`config.mk`:
```
export PLATFORM = sky130hd
export DESIGN_NAME = core_muldiv
export DESIGN_NICKNAME = d
export VERILOG_FILES = /design/src/rtl/core_muldiv.sv
export SDC_FILE = /design/constraint.sdc
export NUM_CORES = 1
export LEC_CHECK = 0
export BUFFER_PORTS_ARGS = -buffer_cell sky130_fd_sc_hd__buf_2
export CAP_MARGIN = 20
export CORE_MARGIN = 10
export CORE_UTILIZATION = 40
export CTS_CLUSTER_SIZE = 28
export DETAILED_ROUTE_END_ITERATION = 10
export GPL_ROUTABILITY_DRIVEN = 0
export SLEW_MARGIN = 30
export SYNTH_ARGS = -nofsm -noshare
export SYNTH_HDL_FRONTEND = slang
export SYNTH_SLANG_ARGS = --single-unit
```
`constraint.sdc`:
```
create_clock -name clk -period 13.69 [get_ports clk]
set_input_delay 0 -clock clk [delete_from_list [all_inputs] [get_ports clk]]
set_output_delay 0 -clock clk [all_outputs]
set_load 0.01 [all_outputs]
```
`src/rtl/core_muldiv.sv`:
```
// Iterative RV32M multiply/divide unit: shift-add multiply and restoring divide,
// one bit per cycle, with a fast path for divide-by-zero and signed overflow.
module core_muldiv #(
  parameter int unsigned XLEN = 32
) (
  input  logic            clk,
  input  logic            rst,
  input  logic            start_in,
  input  logic [2:0]      func_in,
  input  logic [XLEN-1:0] opnum1_in,
  input  logic [XLEN-1:0] opnum2_in,
  input  logic            flush_in,
  output logic            busy_out,
  output logic            valid_out,
  output logic [XLEN-1:0] res_out
);

  localparam int unsigned CW = $clog2(XLEN) + 1;

  typedef enum logic [1:0] {IDLE, CALC, FIX, DONE} state_t;

  state_t            state, state_nxt;
  logic [2:0]        func_q;
  logic [XLEN-1:0]   mag1, mag2;
  logic              neg_a, neg_b;
  logic [CW-1:0]     cnt;
  logic [2*XLEN-1:0] acc;

  logic            accept, sgn1, sgn2, s1, s2;
  logic [XLEN-1:0] in_mag1, in_mag2;
  logic            div_zero, div_ovf, fast;
  logic [XLEN-1:0] fast_res;

  assign busy_out  = (state == CALC) || (state == FIX);
  assign valid_out = (state == DONE);
  assign accept    = start_in & ~busy_out & ~flush_in;

  always_comb begin
    sgn1 = 1'b0;
    sgn2 = 1'b0;
    case (func_in)
      3'b000, 3'b001, 3'b100, 3'b110: begin sgn1 = 1'b1; sgn2 = 1'b1; end
      3'b010:                         sgn1 = 1'b1;
      default: ;
    endcase
  end

  assign s1      = sgn1 & opnum1_in[XLEN-1];
  assign s2      = sgn2 & opnum2_in[XLEN-1];
  assign in_mag1 = s1 ? -opnum1_in : opnum1_in;
  assign in_mag2 = s2 ? -opnum2_in : opnum2_in;

  assign div_zero = func_in[2] & (opnum2_in == '0);
  assign div_ovf  = func_in[2] & ~func_in[0]
                  & (opnum1_in == {1'b1, {(XLEN-1){1'b0}}}) & (opnum2_in == '1);
  assign fast     = div_zero | div_ovf;

  always_comb begin
    fast_res = '0;
    if (div_zero)     fast_res = func_in[1] ? opnum1_in : '1;
    else if (div_ovf) fast_res = func_in[1] ? '0 : opnum1_in;
  end

  // Multiply: acc = {partial high, remaining multiplier bits}, shifted right each step.
  logic [XLEN:0]     mul_sum;
  logic [2*XLEN-1:0] mul_step;
  assign mul_sum  = {1'b0, acc[2*XLEN-1:XLEN]} + (acc[0] ? {1'b0, mag1} : '0);
  assign mul_step = {mul_sum, acc[XLEN-1:1]};

  // Divide: acc = {remainder, dividend/quotient}, shifted left each step.
  logic [XLEN:0]     div_rem, div_diff;
  logic              div_ge;
  logic [2*XLEN-1:0] div_step;
  assign div_rem  = {acc[2*XLEN-1:XLEN], acc[XLEN-1]};
  assign div_diff = div_rem - {1'b0, mag2};
  assign div_ge   = ~div_diff[XLEN];
  assign div_step = {(div_ge ? div_diff[XLEN-1:0] : div_rem[XLEN-1:0]), acc[XLEN-2:0], div_ge};

  logic [2*XLEN-1:0] prod;
  logic [XLEN-1:0]   quo, remd, fix_res;
  assign prod = neg_a ? -acc : acc;
  assign quo  = neg_a ? -acc[XLEN-1:0] : acc[XLEN-1:0];
  assign remd = neg_b ? -acc[2*XLEN-1:XLEN] : acc[2*XLEN-1:XLEN];

  always_comb begin
    fix_res = '0;
    case (func_q)
      3'b000:                 fix_res = prod[XLEN-1:0];
      3'b001, 3'b010, 3'b011: fix_res = prod[2*XLEN-1:XLEN];
      3'b100, 3'b101:         fix_res = quo;
      default:                fix_res = remd;
    endcase
  end

  always_comb begin
    state_nxt = state;
    case (state)
      IDLE, DONE: begin
        if (accept) state_nxt = fast ? DONE : CALC;
        else        state_nxt = IDLE;
      end
      CALC:    if (cnt == CW'(XLEN - 1)) state_nxt = FIX;
      FIX:     state_nxt = DONE;
      default: state_nxt = IDLE;
    endcase
    if (flush_in) state_nxt = IDLE;
  end

  always_ff @(posedge clk or posedge rst) begin
    if (rst) begin
      state   <= IDLE;
      func_q  <= '0;
      mag1    <= '0;
      mag2    <= '0;
      neg_a   <= 1'b0;
      neg_b   <= 1'b0;
      cnt     <= '0;
      acc     <= '0;
      res_out <= '0;
    end else begin
      state <= state_nxt;
      if (accept) begin
        func_q <= func_in;
        mag1   <= in_mag1;
        mag2   <= in_mag2;
        neg_a  <= s1 ^ s2;
        neg_b  <= s1;
        cnt    <= '0;
        acc    <= func_in[2] ? {{XLEN{1'b0}}, in_mag1} : {{XLEN{1'b0}}, in_mag2};
        if (fast) res_out <= fast_res;
      end else if (state == CALC && !flush_in) begin
        acc <= func_q[2] ? div_step : mul_step;
        cnt <= cnt + CW'(1);
      end else if (state == FIX && !flush_in) begin
        res_out <= fix_res;
      end
    end
  end

endmodule

```
==> results of run 1 <==
## layout make-up
| type | count | area (um2) | area share |
|---|---|---|---|
| clock inverters | 8 | 60.1 | 0.00349 |
| multi-input cells | 1595 | 10400 | 0.602 |
| flip-flops and latches | 173 | 4330 | 0.252 |
| clock buffers | 23 | 458 | 0.0266 |
| well taps | 511 | 639 | 0.0371 |
| diodes | 1 | 2.50 | 0.000145 |
| inverters | 71 | 272 | 0.0158 |
| repair buffers | 165 | 1080 | 0.0629 |
## Yosys cell counts, drive strengths merged, types with 7 or more instances
cell type / count
xor2: 93
nor4: 17
a211oi: 7
and2: 43
a221o: 7
a21o: 26
and3: 12
o21a: 11
o21bai: 7
or4: 19
mux2i: 66
or3: 24
nor2b: 13
clkbuf: 107
a31oi: 13
nand4: 19
ha: 73
o211ai: 42
o21ai: 228
o31ai: 30
nand2b: 14
nor3: 30
xnor2: 94
nand2: 256
inv: 71
nor2: 121
buf: 24
o22ai: 18
dfrtp: 173
a21oi: 139
nand3: 39
o41ai: 15
o221ai: 25
a22oi: 14
## cell families (layout without fill, tap and decap cells)
logic type | after synthesis | in the layout | synth area share
XOR/XNOR | 187 | 187 | 0.106
AND/OR/NAND/NOR | 635 | 635 | 0.198
adder cells (fa/ha/maj) | 75 | 75 | 0.0617
buffers and inverters | 202 | 267 | 0.0510
multiplexers | 71 | 71 | 0.0469
flip-flops | 173 | 173 | 0.280
other | 0 | 1 | 0
AO/OA/AOI/OAI | 627 | 627 | 0.257
## tightest hold or removal path, delay by kind of cell
kind,cells,cell delay [ns]
buf+inv,1,0.13
xor+xnor,1,0.15
compound gates,1,0.16
## power by group
part           internal [W]  switching, W
combinational      0.000920       0.00148
sequential         0.000717      0.000285
clock              0.000237      0.000226
total               0.00187       0.00199
## layer usage
layer,share of wire,wire [um]
met2,0.44,25000
met1,0.43,24900
met3,0.086,4950
met4,0.044,2530
met5,0,0
## sequential cells by signal (all words and copies together) (netlist names)
register and count:
func_q 3, acc 64, cnt 6, mag2 32
state 2, mag1 32, neg_b 1, neg_a 1
res_out 32
## path summary, 6_finish.rpt
check	from	slack (ns)	depth (start not counted)	end
min in group asynchronous	rst	0.13	3	mag2[7]
max in group asynchronous	rst	12.43	4	acc[58]
hold / removal	opnum2_in[6]	0.01	3	mag2[6]
setup reg to reg	acc[0]	9.15	10	res_out[6]
setup / recovery	acc[0]	9.15	10	res_out[6]
hold reg to reg	mag1[17]	0.47	2	mag1[17]
## stage by stage
step           std cells  instance area [um2]  total power (W)  hold WS [ns]
2_1_floorplan       1970                15500          0.00269         0.105
3_3_place_gp        2475                16300          0.00330        0.0939
3_5_place_dp        2475                16300          0.00334        0.0962
6_report            2547                17200          0.00386        0.0130
4_1_cts             2545                17200          0.00382       0.00269
5_1_grt             2546                17200          0.00415       0.00487
## repair_timing
action	CTS	global route
endpoints found under the hold margin	114	1
setup buffers	0	0
hold buffers	39	1
==> impl_metrics.json, run 1 <==
{
  "status": "finished clean",
  "dp_slack_ns": 9.12,
  "coreArea_um2": 37900,
  "finalSetupViolations": 0,
  "grt_pass1_vias": 14500,
  "crit_family": "simple AND/OR/NAND/NOR gates",
  "synthFlopType": "dfrtp_1",
  "first_pass_iters": 6,
  "ir_drop_uv": 134,
  "critPathMaxStageDelay_ns": 0.79,
  "layout_commonest_cell": "nand2_1",
  "drt_iter0_markers": 1680,
  "dp_hpwl_mm": 44.0,
  "synth_edf_count": 0,
  "gr-usage-met3": 0.0642,
  "drcViolationCount": 0,
  "rsz0062_at_grt": "no",
  "crit_chain": "inv_1 > ha_1 > or3b_2 > or3_1 > nor3_1 > nand3_1 > o21ai_0 > xnor2_1 > o21ai_0 > a31oi_1",
  "clk_pin_slew_worst_paths_ns": 0.07,
  "dieArea_um2": 46900,
  "yosysTopAreaCell": "dfrtp_1",
  "tns_ns": 0,
  "synth_top_area_share": 0.280,
  "crit_slowest_cell": "nand3_1",
  "yosys-top-cells-area": "dfrtp_1 (28%), o21ai_0 (7.3%), nand2_1 (6.2%)",
  "power_density_nw_per_um2": 224,
  "cp-end-kind": "flip-flop",
  "busiest_layer": "met2",
  "grt_max_degree": 75,
  "tightest_slew_ns": 0.957,
  "crit_path_start_kind": "flip-flop",
  "area_delta_synth_final_pct": 11.4,
  "hp-class": "primary input to flip-flop",
  "cts_tree": "yes",
  "met2_usage": 0.352,
  "via_per_inst": 6.10,
  "io_pins": 105,
  "grt_pass1_wl_mm": 87.0,
  "syn_avg_cell_area_um2": 7.85,
  "gr-total-overflow": 0,
  "hold_viol": 0,
  "crit_top_cell": "o21ai_0",
  "netlist_area_um2": 15500,
  "fin_skew_ns": 0.0164,
  "maxCapViolCount": 0,
  "syn_inst": 1970,
  "min_period_ns": 4.54,
  "synth_seq_area_share": 0.280,
  "drive_gt1_frac": 0.0948,
  "clock_latency_ns": 0.47,
  "die_h_um": 217,
  "cts_resized": 0,
  "p_leak_nw": 7.49,
  "max_freq_ghz": 0.220,
  "layout_common_cells": "nand2_1 (255), o21ai_0 (224), dfrtp_1 (170), a21oi_1 (139), nor2_1 (117)",
  "ys.warnings.count": 0,
  "cts-htree-levels": 4,
  "slew_headroom": 0.356,
  "wire_per_inst_um": 22.5,
  "fin_crit_sh": 0.332,
  "final_util": 0.454,
  "worstSetupPathType": "flip-flop to flip-flop",
  "nFillCells": 3793,
  "cts_max_path_buffers": 2,
  "cts_inserted_buffers": 17,
  "nNetsFinal": 2169,
  "grt_usage": 0.237,
  "fin_ws_ns": 9.15,
  "row_count": 71,
  "portBuffers": 104,
  "grtUsageMet1": 0.314,
  "path_max_fanout": 37,
  "synthesis.nets": 2116,
  "slew_viol_final": 0,
  "cts.sinks": 173,
  "fp.dieW_um": 217,
  "cp.required_ns": 14.02,
  "ys_seq_elements": 173,
  "drt-total-wl_mm": 57.4,
  "vias": 15500,
  "antenna_left": 0,
  "clockRootBuffer": "clkbuf_16",
  "cp.arrival_ns": 4.87,
  "initial_core_util": 0.407,
  "antenna_found_initial": 1,
  "critPathBufInv": 1,
  "synth.distinct_cells": 85,
  "async_flop_share": 1.00
}
Note: power is estimated with default switching activity, not from simulation.
==> inputs of run 2 (changes only) <==
- ABC_AREA: unset -> 1
- clock period: 13.69 -> 3.7 ns (I/O delays scaled with it)
==> run 2 against run 1 <==
Critical path depth increased by 6; combinational power increased to 6.5 times the previous value; clock-buffer cell count decreased by 4; clock power increased to 4.0 times the previous value; via count increased by 46%; sequential cell count unchanged; final cell count increased by 57%; non-clock buffer count increased by 41; register-to-register slack got worse by 8.5 ns; power increased to 5.5 times the previous value; synthesized area increased by 21%; design area increased by 22%; largest cell class unchanged.
==> impl_metrics.json, run 2 <==
{
  "ys_seq_elements": 173,
  "io_pins": 105,
  "first_pass_iters": 8,
  "post_cts_buffers": 0,
  "cts_max_path_buffers": 2,
  "syn_avg_cell_area_um2": 5.73,
  "synth.distinct_cells": 57,
  "fin_cells": 4004,
  "antenna_left": 0,
  "finalSetupViolations": 0,
  "die_h_um": 237,
  "slew_headroom": 0.318,
  "slew_viol_final": 0,
  "synth_seq_area_share": 0.231,
  "crit_chain": "inv_1 > fa_1 > inv_1 > nand2_1 > nand2_1 > nand3_1 > nand2_2 > nand2_2 > nand2_4 > nand2_2 > nand2_2 > nand2_2 > nand2_4 > nand2_1 > o211ai_1 > nand3_1",
  "dpl_cell_area_um2": 19900,
  "synth_top_family_by_area": "simple AND/OR/NAND/NOR gates",
  "cts-htree-levels": 4,
  "crit_path_start_kind": "flip-flop",
  "clockRootBuffer": "clkbuf_16",
  "dp.cells": 3913,
  "grt_pass1_vias": 21400,
  "layout_commonest_cell": "nand2_1",
  "fp.dieW_um": 237,
  "fin_crit_sh": 0.832,
  "initial_core_util": 0.404,
  "drt-total-wl_mm": 83.5,
  "wire_per_inst_um": 20.9,
  "vias": 22600,
  "clk_pin_slew_worst_paths_ns": 0.08,
  "dieArea_um2": 56000,
  "cts.sinks": 173,
  "syn_inst": 3273,
  "yosysTopAreaCell": "nand2_1",
  "grt_usage": 0.291,
  "via_per_inst": 5.65,
  "gr-total-overflow": 0,
  "synthFlopType": "dfrtp_1",
  "synth_fa_ha_area_frac": 0.0508,
  "worstSetupPathType": "flip-flop to flip-flop",
  "clock_latency_ns": 0.50,
  "power_density_nw_per_um2": 1020,
  "tightest_slew_ns": 1.02,
  "synthesis.nets": 3419,
  "tns_ns": 0,
  "cp.required_ns": 4.06,
  "ys.warnings.count": 0,
  "hold_viol": 0,
  "area_delta_synth_final_pct": 12.1,
  "cp-end-kind": "flip-flop",
  "largest_reg_flops": 64,
  "layout_common_cells": "nand2_1 (1188), inv_1 (407), nor2_1 (340), nand3_1 (306), dfrtp_1 (171)",
  "synth_most_common_cell": "nand2_1",
  "synthTopCellsByCount": "nand2_1 (1188), inv_1 (408), nor2_1 (342), nand3_1 (306), dfrtp_1 (173)",
  "antenna_cells": 0,
  "synth_top_area_share": 0.238,
  "fin_area_um2": 21000,
  "min_period_ns": 3.08,
  "async_flop_share": 1.00,
  "p_leak_nw": 11.0,
  "nNetsFinal": 3530,
  "dp_slack_ns": 0.722,
  "max_freq_ghz": 0.325,
  "drt_iter0_markers": 2977,
  "largest_register": "acc",
  "crit_top_cell": "nand2_2",
  "drcViolationCount": 0,
  "cts_tree": "yes",
  "crit_family": "simple AND/OR/NAND/NOR gates",
  "maxCapViolCount": 0,
  "muxShareOfSynthArea": 0,
  "critPathMaxStageDelay_ns": 0.49,
  "fin_skew_ns": 0.0169,
  "nFillCells": 5048,
  "antenna_found_initial": 3,
  "drive_gt1_frac": 0.0783,
  "yosys-top-cells-area": "nand2_1 (24%), dfrtp_1 (23%), inv_1 (8.2%)",
  "rsz0062_at_grt": "no",
  "fin_ws_ns": 0.622,
  "grt_max_degree": 106,
  "grt_pass1_wl_mm": 127,
  "netlist_area_um2": 18800,
  "row_count": 79,
  "synth-compound-area-share": 0.135,
  "portBuffers": 104,
  "coreArea_um2": 46500,
  "synth_simple_gate_area_frac": 0.433,
  "status": "finished clean",
  "hp-class": "primary input to flip-flop",
  "path_max_fanout": 28,
  "cp.arrival_ns": 3.44,
  "critPathBufInv": 2,
  "crit_slowest_cell": "fa_1",
  "dp_hpwl_mm": 65.9,
  "p_total_w": 0.0214,
  "cts_inserted_buffers": 17,
  "synth_edf_count": 0,
  "ir_drop_uv": 483,
  "synth_xor_area_frac": 0.0350
}
==> run 2: cell types whose count changed in the layout (fill, tap and decap cells not counted), moves of 27 or more <==
cell and delta:
nand3_1 +267, xor2_1 -41, nand2_1 +933, inv_1 +337, and2_1 -38, nor2_1 +223
mux2i_1 -66, o21ai_0 -63, o21ai_1 +27, xnor2_1 -72
==> run 2: path summary, 6_finish.rpt <==
kind | cells past startpoint | slack (ns) | endpoint | from
worst min register to register | 2 | 0.48 | res_out[6] | res_out[6]
max in group asynchronous | 5 | 2.03 | acc[6] | rst
worst min-delay path | 4 | 0.04 | cnt[2] | start_in
min in group asynchronous | 4 | 0.59 | mag1[23] | rst
worst max-delay path | 16 | 0.62 | acc[0] | acc[32]
worst max register to register | 16 | 0.62 | acc[0] | acc[32]
==> run 2: worst register-to-register path: stages, from the launching register on <==
cell      delay, ns
dfrtp_1        0.46
inv_1          0.26
fa_1           0.49
inv_1          0.07
nand2_1        0.05
nand2_1        0.09
nand3_1        0.09
nand2_2        0.12
nand2_2        0.08
nand2_4        0.08
nand2_2        0.07
nand2_2        0.07
nand2_2        0.06
nand2_4        0.28
nand2_1        0.34
o211ai_1       0.23
nand3_1        0.11
==> run 2: logic make-up after synthesis <==
family,Yosys count
buf+inv,548
flops,173
simple gates,1960
xor+xnor,75
compound gates,442
fa+ha+maj,75
==> run 2: metal layers <==
| metal | vias to the layer above | wire length, um | global-route usage | share of wire |
|---|---|---|---|---|
| met2 | 1256 | 35600 | 0.441 | 0.43 |
| li1 | 10600 | - | - | - |
| met4 | 6 | 5690 | 0.185 | 0.068 |
| met3 | 258 | 8590 | 0.0758 | 0.10 |
| met1 | 10500 | 33600 | 0.360 | 0.40 |
| met5 | - | 35 | 0 | 0.00042 |
==> run 2: area by class of cell <==
type                       count  area [um2]  area share
clock buffer                  19         443      0.0211
clock inverter                13         134     0.00636
inverter                     434        1630      0.0777
multi-input combinational   2552       12300       0.584
sequential                   173        4330       0.206
tap                          607         759      0.0361
timing repair buffer         206        1450      0.0688
==> run 2: through the flow <==
| stage | util | hold slack [ns] |
|---|---|---|
| floorplan | - | 0.117 |
| global placement | 0.428 | -0.0347 |
| detailed placement | 0.428 | -0.0353 |
| CTS | 0.453 | 0.00361 |
| global route | 0.453 | 0.0442 |
| finish | 0.453 | 0.0439 |
==> run 2: power by group <==
| group | switching, W | total [W] | internal (W) |
|---|---|---|---|
| logic | 0.0111 | 0.0157 | 0.00461 |
| clock network | 0.000905 | 0.00186 | 0.000959 |
| registers | 0.00112 | 0.00385 | 0.00274 |
| total | 0.0131 | 0.0214 | 0.00831 |
==> run 2: what timing repair did <==
item / CTS / global route
hold buffers: 59 / 0
resized for setup: 0 / 0
endpoints found under the hold margin: 196 / 0
